==> src/rtl/wb_echo_emu.sv <==
// wb_echo_emu: Wishbone slave that stands in for an HC-SR04 ultrasonic sensor.
// It watches trig_i and, for each trigger held high long enough, drives an
// echo_o pulse whose width comes from the ECHO_LEN register.
// Optional feature: define ECHO_JITTER_EN to add 0..15 cycles of LFSR jitter
// to every echo width.
module wb_echo_emu #(
    parameter int TRIG_MIN_CYC = 500,
    parameter int LAUNCH_CYC   = 23000,
    parameter int MAX_ECHO_CYC = 1900000,
    parameter int CNT_W        = 24
) (
    input  logic        clk,
    input  logic        reset,
    input  logic [31:0] wb_adr_i,
    input  logic [31:0] wb_dat_i,
    output logic [31:0] wb_dat_o,
    input  logic        wb_stb_i,
    input  logic        wb_cyc_i,
    input  logic        wb_we_i,
    input  logic [3:0]  wb_sel_i,
    output logic        wb_ack_o,
    input  logic        trig_i,
    output logic        echo_o,
    output logic        busy_o
);

    localparam int HCNT_W = $clog2(TRIG_MIN_CYC + 1);
    localparam int LCNT_W = $clog2(LAUNCH_CYC + 1);
    localparam logic [HCNT_W-1:0] TRIG_MIN    = HCNT_W'(TRIG_MIN_CYC);
    localparam logic [LCNT_W-1:0] LAUNCH_LAST = LCNT_W'(LAUNCH_CYC - 1);
    localparam logic [CNT_W-1:0]  MAX_ECHO    = CNT_W'(MAX_ECHO_CYC);

    typedef enum logic [1:0] {IDLE, TRIG_HI, LAUNCH, ECHO} state_t;

    state_t            state;
    logic [HCNT_W-1:0] hcnt;
    logic [LCNT_W-1:0] lcnt;
    logic [CNT_W-1:0]  ecnt;
    logic [CNT_W-1:0]  len;
    logic [CNT_W-1:0]  echo_len;
    logic [CNT_W-1:0]  base_len;
    logic [15:0]       count;
    logic              short_flag;
    logic              trig_p0, trig_s, trig_s_d;
    logic              trig_rise, trig_fall;
    logic              wb_acc, wb_wr, short_clr;
    logic [1:0]        sel;
    logic [31:0]       rd_data;

    // Bits the register map never looks at.
    logic unused_bits;
    assign unused_bits = &{1'b0, wb_sel_i, wb_adr_i[31:4], wb_adr_i[1:0], wb_dat_i[31:CNT_W]};

`ifdef ECHO_JITTER_EN
    logic [15:0] lfsr;
    logic [15:0] lfsr_next;

    // Fibonacci LFSR for x^16+x^14+x^13+x^11+1, shifting right.
    function automatic logic [15:0] lfsr_step(input logic [15:0] v);
        return {v[0] ^ v[2] ^ v[3] ^ v[5], v[15:1]};
    endfunction

    // Add jitter to the echo length, clamping at the counter's full scale.
    function automatic logic [CNT_W-1:0] sat_add(input logic [CNT_W-1:0] a, input logic [3:0] b);
        logic [CNT_W:0] s;
        s = {1'b0, a} + (CNT_W+1)'(b);
        return s[CNT_W] ? '1 : s[CNT_W-1:0];
    endfunction

    assign lfsr_next = lfsr_step(lfsr);
`endif

    assign trig_rise = trig_s & ~trig_s_d;
    assign trig_fall = ~trig_s & trig_s_d;
    assign wb_acc    = wb_stb_i & wb_cyc_i & ~wb_ack_o;
    assign wb_wr     = wb_acc & wb_we_i;
    assign sel       = wb_adr_i[3:2];
    assign short_clr = wb_wr && (sel == 2'd1) && wb_dat_i[1];
    assign base_len  = (echo_len == '0) ? MAX_ECHO : echo_len;

    // Two-flop synchroniser for trig_i plus one delayed copy for edge detection.
    always_ff @(posedge clk or posedge reset) begin
        if (reset) begin
            trig_p0  <= 1'b0;
            trig_s   <= 1'b0;
            trig_s_d <= 1'b0;
        end else begin
            trig_p0  <= trig_i;
            trig_s   <= trig_p0;
            trig_s_d <= trig_s;
        end
    end

    // Read-data mux for the four-word register map.
    always_comb begin
        rd_data = '0;
        case (sel)
            2'd0:    rd_data = 32'(echo_len);
            2'd1:    rd_data = {30'd0, short_flag, busy_o};
            2'd2:    rd_data = {16'd0, count};
            default: rd_data = '0;
        endcase
    end

    // Wishbone slave: single-cycle registered ack, ECHO_LEN writes, registered read data.
    always_ff @(posedge clk or posedge reset) begin
        if (reset) begin
            wb_ack_o <= 1'b0;
            wb_dat_o <= '0;
            echo_len <= '0;
        end else begin
            wb_ack_o <= wb_acc;
            if (wb_acc && !wb_we_i)
                wb_dat_o <= rd_data;
            if (wb_wr && (sel == 2'd0))
                echo_len <= wb_dat_i[CNT_W-1:0];
        end
    end

    // Trigger qualification, launch delay and echo generation; SHORT clear loses to a same-cycle set.
    always_ff @(posedge clk or posedge reset) begin
        if (reset) begin
            state      <= IDLE;
            hcnt       <= '0;
            lcnt       <= '0;
            ecnt       <= '0;
            len        <= '0;
            echo_o     <= 1'b0;
            busy_o     <= 1'b0;
            short_flag <= 1'b0;
            count      <= '0;
`ifdef ECHO_JITTER_EN
            lfsr       <= 16'hACE1;
`endif
        end else begin
            if (short_clr)
                short_flag <= 1'b0;
            case (state)
                IDLE: begin
                    if (trig_rise) begin
                        hcnt  <= HCNT_W'(1);
                        state <= TRIG_HI;
                    end
                end
                TRIG_HI: begin
                    if (trig_fall) begin
                        if (hcnt >= TRIG_MIN) begin
`ifdef ECHO_JITTER_EN
                            len  <= sat_add(base_len, lfsr_next[3:0]);
                            lfsr <= lfsr_next;
`else
                            len  <= base_len;
`endif
                            lcnt   <= '0;
                            busy_o <= 1'b1;
                            state  <= LAUNCH;
                        end else begin
                            short_flag <= 1'b1;
                            state      <= IDLE;
                        end
                    end else if (hcnt != TRIG_MIN) begin
                        hcnt <= hcnt + HCNT_W'(1);
                    end
                end
                LAUNCH: begin
                    if (lcnt == LAUNCH_LAST) begin
                        echo_o <= 1'b1;
                        ecnt   <= CNT_W'(1);
                        state  <= ECHO;
                    end else begin
                        lcnt <= lcnt + LCNT_W'(1);
                    end
                end
                ECHO: begin
                    if (ecnt == len) begin
                        echo_o <= 1'b0;
                        busy_o <= 1'b0;
                        count  <= count + 16'd1;
                        state  <= IDLE;
                    end else begin
                        ecnt <= ecnt + CNT_W'(1);
                    end
                end
                default: state <= IDLE;
            endcase
        end
    end

endmodule
==> config.mk <==
export PLATFORM = sky130hd
export DESIGN_NAME = wb_echo_emu
export DESIGN_NICKNAME = d
export VERILOG_FILES = /design/src/rtl/wb_echo_emu.sv
export SDC_FILE = /design/constraint.sdc
export NUM_CORES = 1
export LEC_CHECK = 0
export BUFFER_PORTS_ARGS = -buffer_cell sky130_fd_sc_hd__buf_2
export CELL_PAD_IN_SITES_DETAIL_PLACEMENT = 2
export CELL_PAD_IN_SITES_GLOBAL_PLACEMENT = 2
export CORE_MARGIN = 2
export CORE_UTILIZATION = 39
export CTS_CLUSTER_DIAMETER = 80
export DETAILED_ROUTE_END_ITERATION = 10
export PLACE_DENSITY_LB_ADDON = 0.1
export SYNTH_ARGS = -nofsm -noshare
export SYNTH_HDL_FRONTEND = slang
export SYNTH_SLANG_ARGS = --single-unit
==> constraint.sdc <==
create_clock -name clk -period 6.45 [get_ports clk]
set_input_delay 0.3225 -clock clk [delete_from_list [all_inputs] [get_ports clk]]
set_output_delay 0.3225 -clock clk [all_outputs]
set_load 0.01 [all_outputs]
Yosys cells after proc, flatten, opt, wreduce, memory -nomap -nowiden --
Cells that the tools add are included.
Storage, ports and cells: register bits 153, word-level logic and storage cells 94, bits of input ports 74, output and inout bits 35
Cells by class: eq/ne operators 17, reductions and logical operators 20, $add $sub $neg 4, muxes and demuxes 29, bitwise logic cells 8, $lt $le $gt $ge 1
Operators with widths (number):
- 24-bit two-way mux | 3
- 24-bit one-hot mux with 3 select lines | 1
- 24-bit one-hot mux with 2 select lines | 1
- 15-bit two-way mux | 3
- 15-bit one-hot mux with 2 select lines | 1
- 9-bit two-way mux | 3
- 24-bit by 1-bit adder with 24-bit output, second input constant | 1
- 24-bit == test | 1
- 24-bit zero test | 1
- 2-bit inequality test, second input constant | 9
- 9-bit one-hot mux with 2 select lines | 1
- 16-bit by 1-bit adder with 16-bit output, second input constant | 1
- 4-bit AND reduction | 4
- 15-bit by 1-bit adder with 15-bit output, second input constant | 1
- 15-bit == test, second input constant | 1
- 2-bit two-way mux | 5
- 9-bit by 1-bit adder with 9-bit output, second input constant | 1
- 9-bit >= comparator, second input constant | 1
- 9-bit inequality test, second input constant | 1
- 3-bit AND reduction | 3
- 1-bit two-way mux | 8
- 2-bit one-hot mux with 4 select lines | 1
- 2-bit nonzero test | 4
- 2-bit == test, second input constant | 3
- other kinds (8) | 20

Longest topological paths before layout --
Gate-level depths: netlist of run 1.
depth after elaboration 9, depth in mapped cells 9, depth with buffers taken out 8

Worst setup path before layout of run 1 --
OpenSTA, ideal clock, no wires.
kind register to register, start point reg lcnt[0], end point reg lcnt[14], library setup time 0.132 ns, stages on the path, launching flop included 8, data arrival time 1.822 ns, required time 6.318 ns, clock period less this slack 1.955 ns, path buffers 0, path slack 4.495 ns, cells stage by stage dfrtp_1 ha_1 nand4_1 o41a_1 o2111ai_2 nor3_1 xnor2_1 nor2_1
Between the ends: cells in the longest elaborated chain, start to end 3, elaborated cells between the ends (all ways) 6, those cells by class add/sub (1); eq/ne (2); mux (2); reduce/logical (1)
Ends and longest elaborated chain:
- start: declaration | line 37 | logic [LCNT_W-1:0] lcnt;
- start signal: assignment | line 171 | lcnt <= lcnt + LCNT_W'(1);
- 15-bit by 1-bit adder with 15-bit output / 15-bit == test (equally long branches) | line 171, 166
- 15-bit two-way mux / 2-bit inequality test (equally long branches)
- 15-bit one-hot mux with 2 select lines / 4-bit AND reduction (equally long branches)
Several ways; a longest one is shown, not always the timed one. The select of a mux whose other input is x is not followed. A chain may end at the register's enable or synchronous reset.

Final worst setup path of run 1 --
start point reg ecnt[6], end point reg count[1]
Between the ends: cells in the longest elaborated chain, start to end 2
Ends and longest elaborated chain:
- start: declaration | line 38 | logic [CNT_W-1:0] ecnt;
- start signal: assignment | line 181 | ecnt <= ecnt + CNT_W'(1);
- 24-bit == test | line 175 | if (ecnt == len) begin
- 2-bit AND reduction (no line)
- end signal: assignment | line 178 | count <= count + 16'd1;
- end: declaration | line 42 | logic [15:0] count;
No other way between the ends.

==> flow_metrics.py, run 1 <==
metrics = {
    "clock_network": {
        "clk_pin_slew_ns": 0.07,
        "cts_root_buf": "clkbuf_16",
        "cts.sinks": 145,
        "cts_setup_buffers": 0,
        "cts.path.max_buffers": 2,
        "postCtsHoldBufs": 1,
        "cts.repair.resized": 0,
        "tritoncts": "done",
        "cts_buffers": 17,
        "clk_latency_ns": 0.43,
        "htree_levels": 4,
    },
    "routing": {
        "antenna_left": 0,
        "vias": 5146,
        "wl_um": 20000,
        "drc": 0,
        "drtIter0Drc": 197,
        "wire_per_inst_um": 21.4,
        "drt-vias-per-instance": 5.49,
        "firstDrtPassIters": 4,
    },
    "floorplanning": {
        "core_sq_um": 17300,
        "fp.dieW_um": 137,
        "initial_core_util_pct": 39.9,
        "die_area_sq_um": 18800,
        "die_height_um": 137,
        "rows": 48,
        "ioPinCount": 109,
    },
    "power_and_ir_drop": {
        "p_comb_share_pct": 8.1,
        "p_clk_share_pct": 45.3,
        "p_switching_uw": 590,
        "power_leakage_nw": 3.79,
        "peakVddDrop_mv": 0.188,
        "power_frac_seq_pct": 46.6,
        "p_sw_share_pct": 26.0,
        "p_int_mw": 1.68,
        "power.density_nw_per_um2": 284,
    },
    "logic_synthesis": {
        "yosys-top-cells-area": "dfrtp_1 53%, mux2_2 5.7%, xor2_1 5.7%, nand2_1 4.3%, mux2i_1 3.6%",
        "synth_edf_count": 0,
        "synth_fa_ha_area_share_pct": 0.906,
        "yosysWarnings": 0,
        "synth_area_leader_cell": "dfrtp_1",
        "synth_seq_cells": 145,
        "yosysUniqueCellTypes": 52,
        "synth_top_family_by_area": "simple AND/OR/NAND/NOR gates",
        "async_reset_ff_share_pct": 100,
        "synthMuxAreaShare_pct": 9.66,
        "synth_xor_area_share_pct": 7.36,
        "postSynthCellCount": 645,
        "netlist_area_sq_um": 6910,
        "synthSimpleGateAreaFrac_pct": 18.2,
        "avgSynthCellArea_sq_um": 10.7,
        "ys_seq_area_share_pct": 52.5,
        "synth_compound_area_share_pct": 8.04,
        "yosysTopAreaCellShare_pct": 52.5,
        "synthFlopType": "dfrtp_1",
    },
    "global_route": {
        "antenna_found_initial": 0,
        "grt_pass1_vias": 5809,
        "grt_pass1_wl_um": 32700,
        "grt-ovfl-total": 0,
        "grt_max_degree": 94,
        "grt_use_total_pct": 23.2,
    },
    "worst_hold_path": {
        "hold_path.class": "primary input to asynchronous set/reset pin",
    },
    "finish": {
        "synthToLayoutAreaGrowth_pct": 15.6,
        "final_common_cell": "dfrtp_1",
        "drive_gt1_share_pct": 20.4,
        "antenna_cells": 0,
        "utilization_pct": 46.2,
        "nets": 778,
        "final_cell_mix": "145 x dfrtp_1, 79 x nand2_1, 58 x buf_2, 45 x xor2_1, 40 x nor2_1",
    },
    "setup_path": {
        "slowest_delay_ns": 0.44,
        "worstPathCellList": "xor2_1, nor4_1, nand4_1, nor2_2, buf_4, nand2_2, mux2_1",
        "critPathBufInv": 1,
        "endpoint_kind": "flip-flop",
        "cp_data_arrival_time_ns": 3.03,
        "path_delay_family": "simple AND/OR/NAND/NOR gates",
        "crit_fanout": 29,
        "worstSetupStartpointType": "flip-flop",
        "timing.rr.start": "ecnt[6]",
        "crit_slowest_cell": "dfrtp_1",
        "cp-startpoint": "ecnt[6]",
        "crit_required_ns": 6.76,
        "worstSetupPathType": "flip-flop to flip-flop",
    },
    "placement": {
        "gp_congestion": 0.739,
        "portBuffers": 58,
        "dp_hpwl_um": 13700,
    },
    "timing": {
        "period_share_pct": 42.1,
        "grt_setup_unrepaired": "no",
        "min_period_ns": 2.72,
        "fmax_mhz": 368,
        "finalSetupViolations": 0,
        "slew_viol_final": 0,
        "tns_ns": 0,
        "relSlewSlack_pct": 27.5,
        "worst_clock_skew_ns": 0.00871,
        "tightest_slew_ns": 1.08,
        "final-hold-violation-count": 0,
    },
    "outcome": {
        "status": "completed",
    },
    "job": {
        "maxCapViolations": 0,
    },
}
## registers in the layout (all words and copies together) (netlist names), named ones only
name	flops
short_flag	1
hcnt	9
wb_dat_o	24
trig_s	1
lcnt	15
ecnt	24
trig_s_d	1
trig_p0	1
busy_o	1
echo_o	1
state	1
wb_ack_o	1
len	24
echo_len	24
count	16
## per-layer routing
layer	GRT usage, %	vias up	wire [um]
li1	-	2387	-
met3	4.93	18	490
met1	29.3	2678	8940
met4	6.36	0	256
met2	40.2	63	10400
met5	0	-	0
## synth_stat cells (3+ instances only)
cell type,number
dfrtp_1,145
nand2_1,79
xor2_1,45
nor2_1,40
mux2_2,35
nand3_1,33
mux2i_1,25
o21ai_0,23
nor4_1,19
clkbuf_1,18
o31ai_1,17
o22a_1,13
xnor2_1,13
nand4_1,12
a21oi_1,11
nor3_1,11
buf_4,10
inv_1,10
or3_1,10
and3_1,8
nor3_2,8
o21ai_1,6
or4_1,6
buf_2,5
ha_1,5
o211ai_1,3
## kinds of logic (layout without fill, tap and decap cells)
logic type,count (synthesis),in the layout
buf+inv,46,106
mux,62,62
compound gates,83,83
simple gates,245,245
flops,145,145
xor+xnor,58,58
other cells,1,8
fa+ha+maj,5,5
## final timing paths
kind / cells past startpoint / slack (ns) / to
worst min-delay path: 2 / 0.07 / wb_dat_o[16]
min in group clk: 2 / 0.12 / echo_len[13]
worst max-delay path: 7 / 3.73 / count[1]
worst min register to register: 0 / 0.35 / trig_s
max in group asynchronous: 3 / 5.11 / len[3]
worst max register to register: 7 / 3.73 / count[1]
## power groups by stage
stage | Sequential, mW | Clock (mW) | Combinational [mW]
detailed placement | 1.07 | 0 | 0.184
global route | 1.07 | 1.09 | 0.207
floorplan | 1.05 | 0 | 0.118
finish | 1.06 | 1.03 | 0.184
global placement | 1.07 | 0 | 0.173
CTS | 1.06 | 1.05 | 0.189
## final cells by class
type | instances | area (sq um)
sequential | 145 | 3630
clock inverter | 13 | 161
clock buffer | 19 | 443
fill | 1783 | 9310
timing repair buffer | 64 | 338
inverter | 10 | 42.5
multi-input combinational | 461 | 3090
tap | 225 | 282
## per-stage QoR
stage          worst slack, ns  total power, mW  hold slack, ns  instances  area (sq um)
2_1_floorplan             2.23             1.16           0.331        652          6930
3_3_place_gp              3.86             1.24           0.340        904          7370
3_5_place_dp              3.80             1.26           0.343        904          7370
4_1_cts                   3.68             2.30           0.106        937          7990
5_1_grt                   3.57             2.36           0.112        937          7990
6_report                  3.73             2.27          0.0750        937          7990
No activity file was read; power rests on OpenSTA's default activity.
==> run 2: changes to the inputs <==
- CORE_UTILIZATION: 39 -> 37
- clock period: 6.45 -> 2.79 ns (I/O delays scaled with it)
==> flow_metrics.py, run 2 (synthesized netlist as in run 1, its figures left out) <==
metrics = {
    "outcome": {
        "status": "completed",
    },
    "worst_hold_path": {
        "min_from": "wb_adr_i[2]",
        "min_path_cells": 2,
        "holdPathEnd": "wb_dat_o[13]",
        "hold_path.class": "primary input to flip-flop",
    },
    "timing": {
        "worst_clock_skew_ns": 0.0204,
        "final-hold-violation-count": 0,
        "tightest_slew_ns": 1.04,
        "finalSetupViolations": 0,
        "min_period_ns": 2.59,
        "grt_setup_unrepaired": "no",
        "period_share_pct": 92.9,
        "relSlewSlack_pct": 30.9,
        "slew_viol_final": 0,
        "fmax_mhz": 386,
        "tns_ns": 0,
    },
    "floorplanning": {
        "die_height_um": 141,
        "core_sq_um": 18100,
        "rows": 49,
        "ioPinCount": 109,
        "die_area_sq_um": 19800,
        "fp.dieW_um": 141,
        "initial_core_util_pct": 38.1,
    },
    "routing": {
        "firstDrtPassIters": 4,
        "antenna_left": 0,
        "wire_per_inst_um": 20.2,
        "wl_um": 19700,
        "drtIter0Drc": 206,
        "drt-vias-per-instance": 5.35,
        "drc": 0,
        "vias": 5231,
    },
    "finish": {
        "nets": 814,
        "final_area_sq_um": 8340,
        "seq_area_sq_um": 3630,
        "final_common_cell": "dfrtp_1",
        "multi_input_area_sq_um": 3100,
        "final_cell_mix": "145 x dfrtp_1, 79 x nand2_1, 58 x buf_2, 45 x xor2_1, 40 x nor2_1",
        "drive_gt1_share_pct": 20.9,
        "utilization_pct": 45.9,
        "instances_no_fill": 977,
        "synthToLayoutAreaGrowth_pct": 20.7,
        "antenna_cells": 0,
        "fillCellCount": 1896,
    },
    "global_route": {
        "grt_max_degree": 111,
        "grt-ovfl-total": 0,
        "grt_pass1_wl_um": 32600,
        "grt_use_total_pct": 21.3,
        "grt_pass1_vias": 5884,
        "antenna_found_initial": 0,
    },
    "setup_path": {
        "critPathBufInv": 4,
        "worstPathCellList": "dlygate4sd3_1, buf_2, nand2_1, dlygate4sd3_1, nor2_1, nand2_1, nor3_2, buf_4, mux2_2",
        "reg2regPathDepth": 6,
        "r2r_setup_slack_ns": 0.36,
        "worstSetupPathType": "primary input to flip-flop",
        "crit_slowest_cell": "dlygate4sd3_1",
        "worstSetupStartpointType": "primary input",
        "slowest_delay_ns": 0.55,
        "reg2reg_to": "count[14]",
        "crit_fanout": 10,
        "timing.rr.start": "ecnt[10]",
        "crit_required_ns": 3.10,
        "endpoint_kind": "flip-flop",
        "path_delay_family": "buffers and inverters",
        "cp_data_arrival_time_ns": 2.90,
    },
    "clock_network": {
        "cts.path.max_buffers": 2,
        "clk_pin_slew_ns": 0.06,
        "clk_latency_ns": 0.43,
        "cts_buffers": 17,
        "cts.sinks": 145,
        "cts_root_buf": "clkbuf_16",
        "tritoncts": "done",
        "htree_levels": 4,
    },
    "power_and_ir_drop": {
        "power_leakage_nw": 3.94,
        "peakVddDrop_mv": 0.471,
        "finalPower_mw": 5.20,
        "power.density_nw_per_um2": 624,
    },
    "placement": {
        "dp_hpwl_um": 13800,
        "gp_congestion": 0.760,
        "dp_cells": 917,
        "portBuffers": 58,
        "placed_area_sq_um": 7450,
    },
    "job": {
        "maxCapViolations": 0,
    },
}
## run 2: changes by cell type in the layout (fill, tap and decap cells not counted), moves of 2 or more
cell and delta:
clkinv_2 -2, clkinv_4 +2, buf_4 +8, dlygate4sd3_1 +27
## run 2: final cells by class
type | instances | share of cell area [%]
clock inverter | 14 | 1.88
sequential | 145 | 43.5
timing repair buffer | 100 | 8.25
multi-input combinational | 461 | 37.1
inverter | 10 | 0.495
tap | 229 | 3.44
clock buffer | 18 | 5.27
## run 2: worst max path at each step
| stage | endpoint | start | slack (ns) | cells after the start |
|---|---|---|---|---|
| finish | echo_len[8] | wb_cyc_i | 0.20 | 9 |
| global route | echo_len[8] | wb_cyc_i | 0.10 | 9 |
| CTS | count[14] | ecnt[22] | 0.23 | 6 |
| detailed placement | count[9] | ecnt[19] | 0.29 | 6 |
| global placement | count[14] | ecnt[22] | 0.29 | 6 |
| floorplan | asynchronous set/reset pin | reset | 0.83 | 1 |
## run 2: metrics by stage
step	worst slack (ns)	hold slack, ns
finish	0.199	0.266
global route	0.101	0.285
CTS	0.231	0.231
detailed placement	0.290	0.259
global placement	0.295	0.251
floorplan	0.831	0.171
## run 2: routing by layer
layer	GRT usage (%)	wire length (um)	share of wire, %
met5	0	0	0
met3	4.25	470	2.4
met2	35.6	10000	51
met4	5.58	120	0.61
met1	28.4	9140	46
## run 2: report_power, final
group | switching (mW) | internal (mW)
combinational | 0.233 | 0.217
sequential | 0.186 | 2.25
clock | 0.959 | 1.35
## run 2: timing repair
| action | CTS | global route |
|---|---|---|
| hold endpoints to repair | 171 | 0 |
| resized for setup | 0 | 1 |
| hold buffers | 28 | 0 |
| buffers inserted | 0 | 0 |
| setup endpoints to repair | 0 | 1 |
## run 2: worst reg2reg max path, delay by kind of cell, from the launching register on
family        cells  cell delay, ns
xor+xnor          2            0.38
simple gates      4            1.50
flops             1            0.45
==> run 3: changes to the inputs <==
- CORE_UTILIZATION: 37 -> 39
- clock period: 2.79 -> 3.3 ns (I/O delays scaled with it)
==> flow_metrics.py, run 3 (synthesized netlist as in run 1, its figures left out) <==
metrics = {
    "global_route": {
        "grt-ovfl-total": 0,
        "grt_pass1_wl_um": 34300,
        "grt_max_degree": 52,
        "grt_pass1_vias": 6170,
        "grt_use_total_pct": 24.1,
        "antenna_found_initial": 1,
    },
    "timing": {
        "tightest_slew_ns": 1.09,
        "min_period_ns": 2.58,
        "slew_viol_final": 0,
        "grt_setup_unrepaired": "no",
        "worst_clock_skew_ns": 0.00872,
        "hold-worst-slack_ns": -0.00805,
        "layout_setup_ws_ns": 0.719,
        "period_share_pct": 78.2,
        "fmax_mhz": 387,
        "tns_ns": 0,
        "finalSetupViolations": 0,
        "relSlewSlack_pct": 27.5,
        "final-hold-violation-count": 6,
    },
    "setup_path": {
        "crit_required_ns": 3.65,
        "worstSetupStartpointType": "flip-flop",
        "slowest_delay_ns": 0.57,
        "critPathMostFrequentCell": "xor2_1",
        "cp_data_arrival_time_ns": 2.93,
        "endpoint_kind": "flip-flop",
        "path_delay_family": "simple AND/OR/NAND/NOR gates",
        "crit_slowest_cell": "or2_1",
        "worstSetupPathType": "flip-flop to flip-flop",
        "r2r_setup_slack_ns": 0.72,
        "critPathBufInv": 0,
        "crit_fanout": 12,
        "worstPathCellList": "xor2_1, nor4_1, nand4_1, or2_1, nor4_2, xor2_1",
    },
    "routing": {
        "firstDrtPassIters": 4,
        "drt-vias-per-instance": 5.50,
        "wl_um": 20800,
        "drc": 0,
        "wire_per_inst_um": 21.6,
        "antenna_left": 0,
        "vias": 5314,
        "drtIter0Drc": 194,
    },
    "power_and_ir_drop": {
        "power.density_nw_per_um2": 558,
        "peakVddDrop_mv": 0.367,
        "power_leakage_nw": 3.95,
    },
    "clock_network": {
        "cts_root_buf": "clkbuf_16",
        "clk_latency_ns": 0.42,
        "cts.sinks": 145,
        "clk_pin_slew_ns": 0.06,
        "cts.path.max_buffers": 2,
        "tritoncts": "done",
        "htree_levels": 4,
        "cts_buffers": 17,
    },
    "finish": {
        "final_area_sq_um": 8340,
        "multi_input_area_sq_um": 3090,
        "synthToLayoutAreaGrowth_pct": 20.8,
        "final_common_cell": "dfrtp_1",
        "nets": 807,
        "fillCellCount": 1740,
        "seq_area_sq_um": 3630,
        "utilization_pct": 48.2,
        "final_cell_mix": "145 x dfrtp_1, 79 x nand2_1, 58 x buf_2, 45 x xor2_1, 40 x nor2_1",
        "drive_gt1_share_pct": 20.0,
    },
    "placement": {
        "place_ws_ns": 0.878,
        "gp_congestion": 0.793,
        "placed_area_sq_um": 7430,
        "portBuffers": 58,
        "dp_hpwl_um": 13700,
    },
    "worst_hold_path": {
        "hold_path.class": "primary input to asynchronous set/reset pin",
    },
    "floorplanning": {
        "rows": 48,
        "core_sq_um": 17300,
        "die_area_sq_um": 18800,
        "die_height_um": 137,
        "initial_core_util_pct": 39.9,
        "ioPinCount": 109,
        "fp.dieW_um": 137,
    },
    "outcome": {
        "violations": "hold timing",
        "status": "finished with violations",
    },
    "job": {
        "maxCapViolations": 0,
    },
}
==> run 3: cell type report <==
class	count	share of cell area [%]
flip-flops and latches	145	43.5
multi-input cells	461	37.0
repair buffers	93	7.68
clock buffers	20	5.35
well taps	225	3.37
clock inverters	11	2.52
inverters	10	0.495
diodes	1	0.0300
==> run 3: report_power, final <==
group	total [mW]	leakage, nW	switching, mW	internal, mW
clock network	2.20	0.316	0.767	1.43
logic	0.385	1.67	0.202	0.184
registers	2.07	1.96	0.168	1.91
total	4.66	3.95	1.14	3.52
==> run 3: path summary, 6_finish.rpt <==
kind	from	endpoint	depth (start not counted)
worst max-delay path	ecnt[3]	count[9]	6
worst min-delay path	reset	echo_len[20]	2
worst max register to register	ecnt[3]	count[9]	6
worst min register to register	trig_p0	trig_s	0
max in group asynchronous	reset	ecnt[9]	3
min in group clk	wb_dat_i[10]	echo_len[10]	2
==> run 3: metrics by stage <==
stage | total power [mW] | cells | hold WS [ns]
detailed placement | 2.46 | 909 | 0.279
global route | 4.84 | 966 | 0.00720
floorplan | 2.27 | 652 | 0.196
CTS | 4.69 | 965 | 0.0116
global placement | 2.43 | 909 | 0.278
finish | 4.66 | 966 | -0.00805
==> run 3: routing by layer <==
metal | global-route usage, % | vias up | share of wire [%]
met4 | 7.73 | 0 | 1.9
met3 | 4.67 | 32 | 2.5
li1 | - | 2440 | -
met2 | 43.2 | 78 | 54
met5 | 0 | - | 0
met1 | 29.1 | 2764 | 42
==> run 3: repair_timing <==
item                                   4_1_cts  5_1_grt
setup buffers                                0        0
endpoints found under the hold margin       24        0
hold buffers                                25        0
gates resized for setup                      0        0
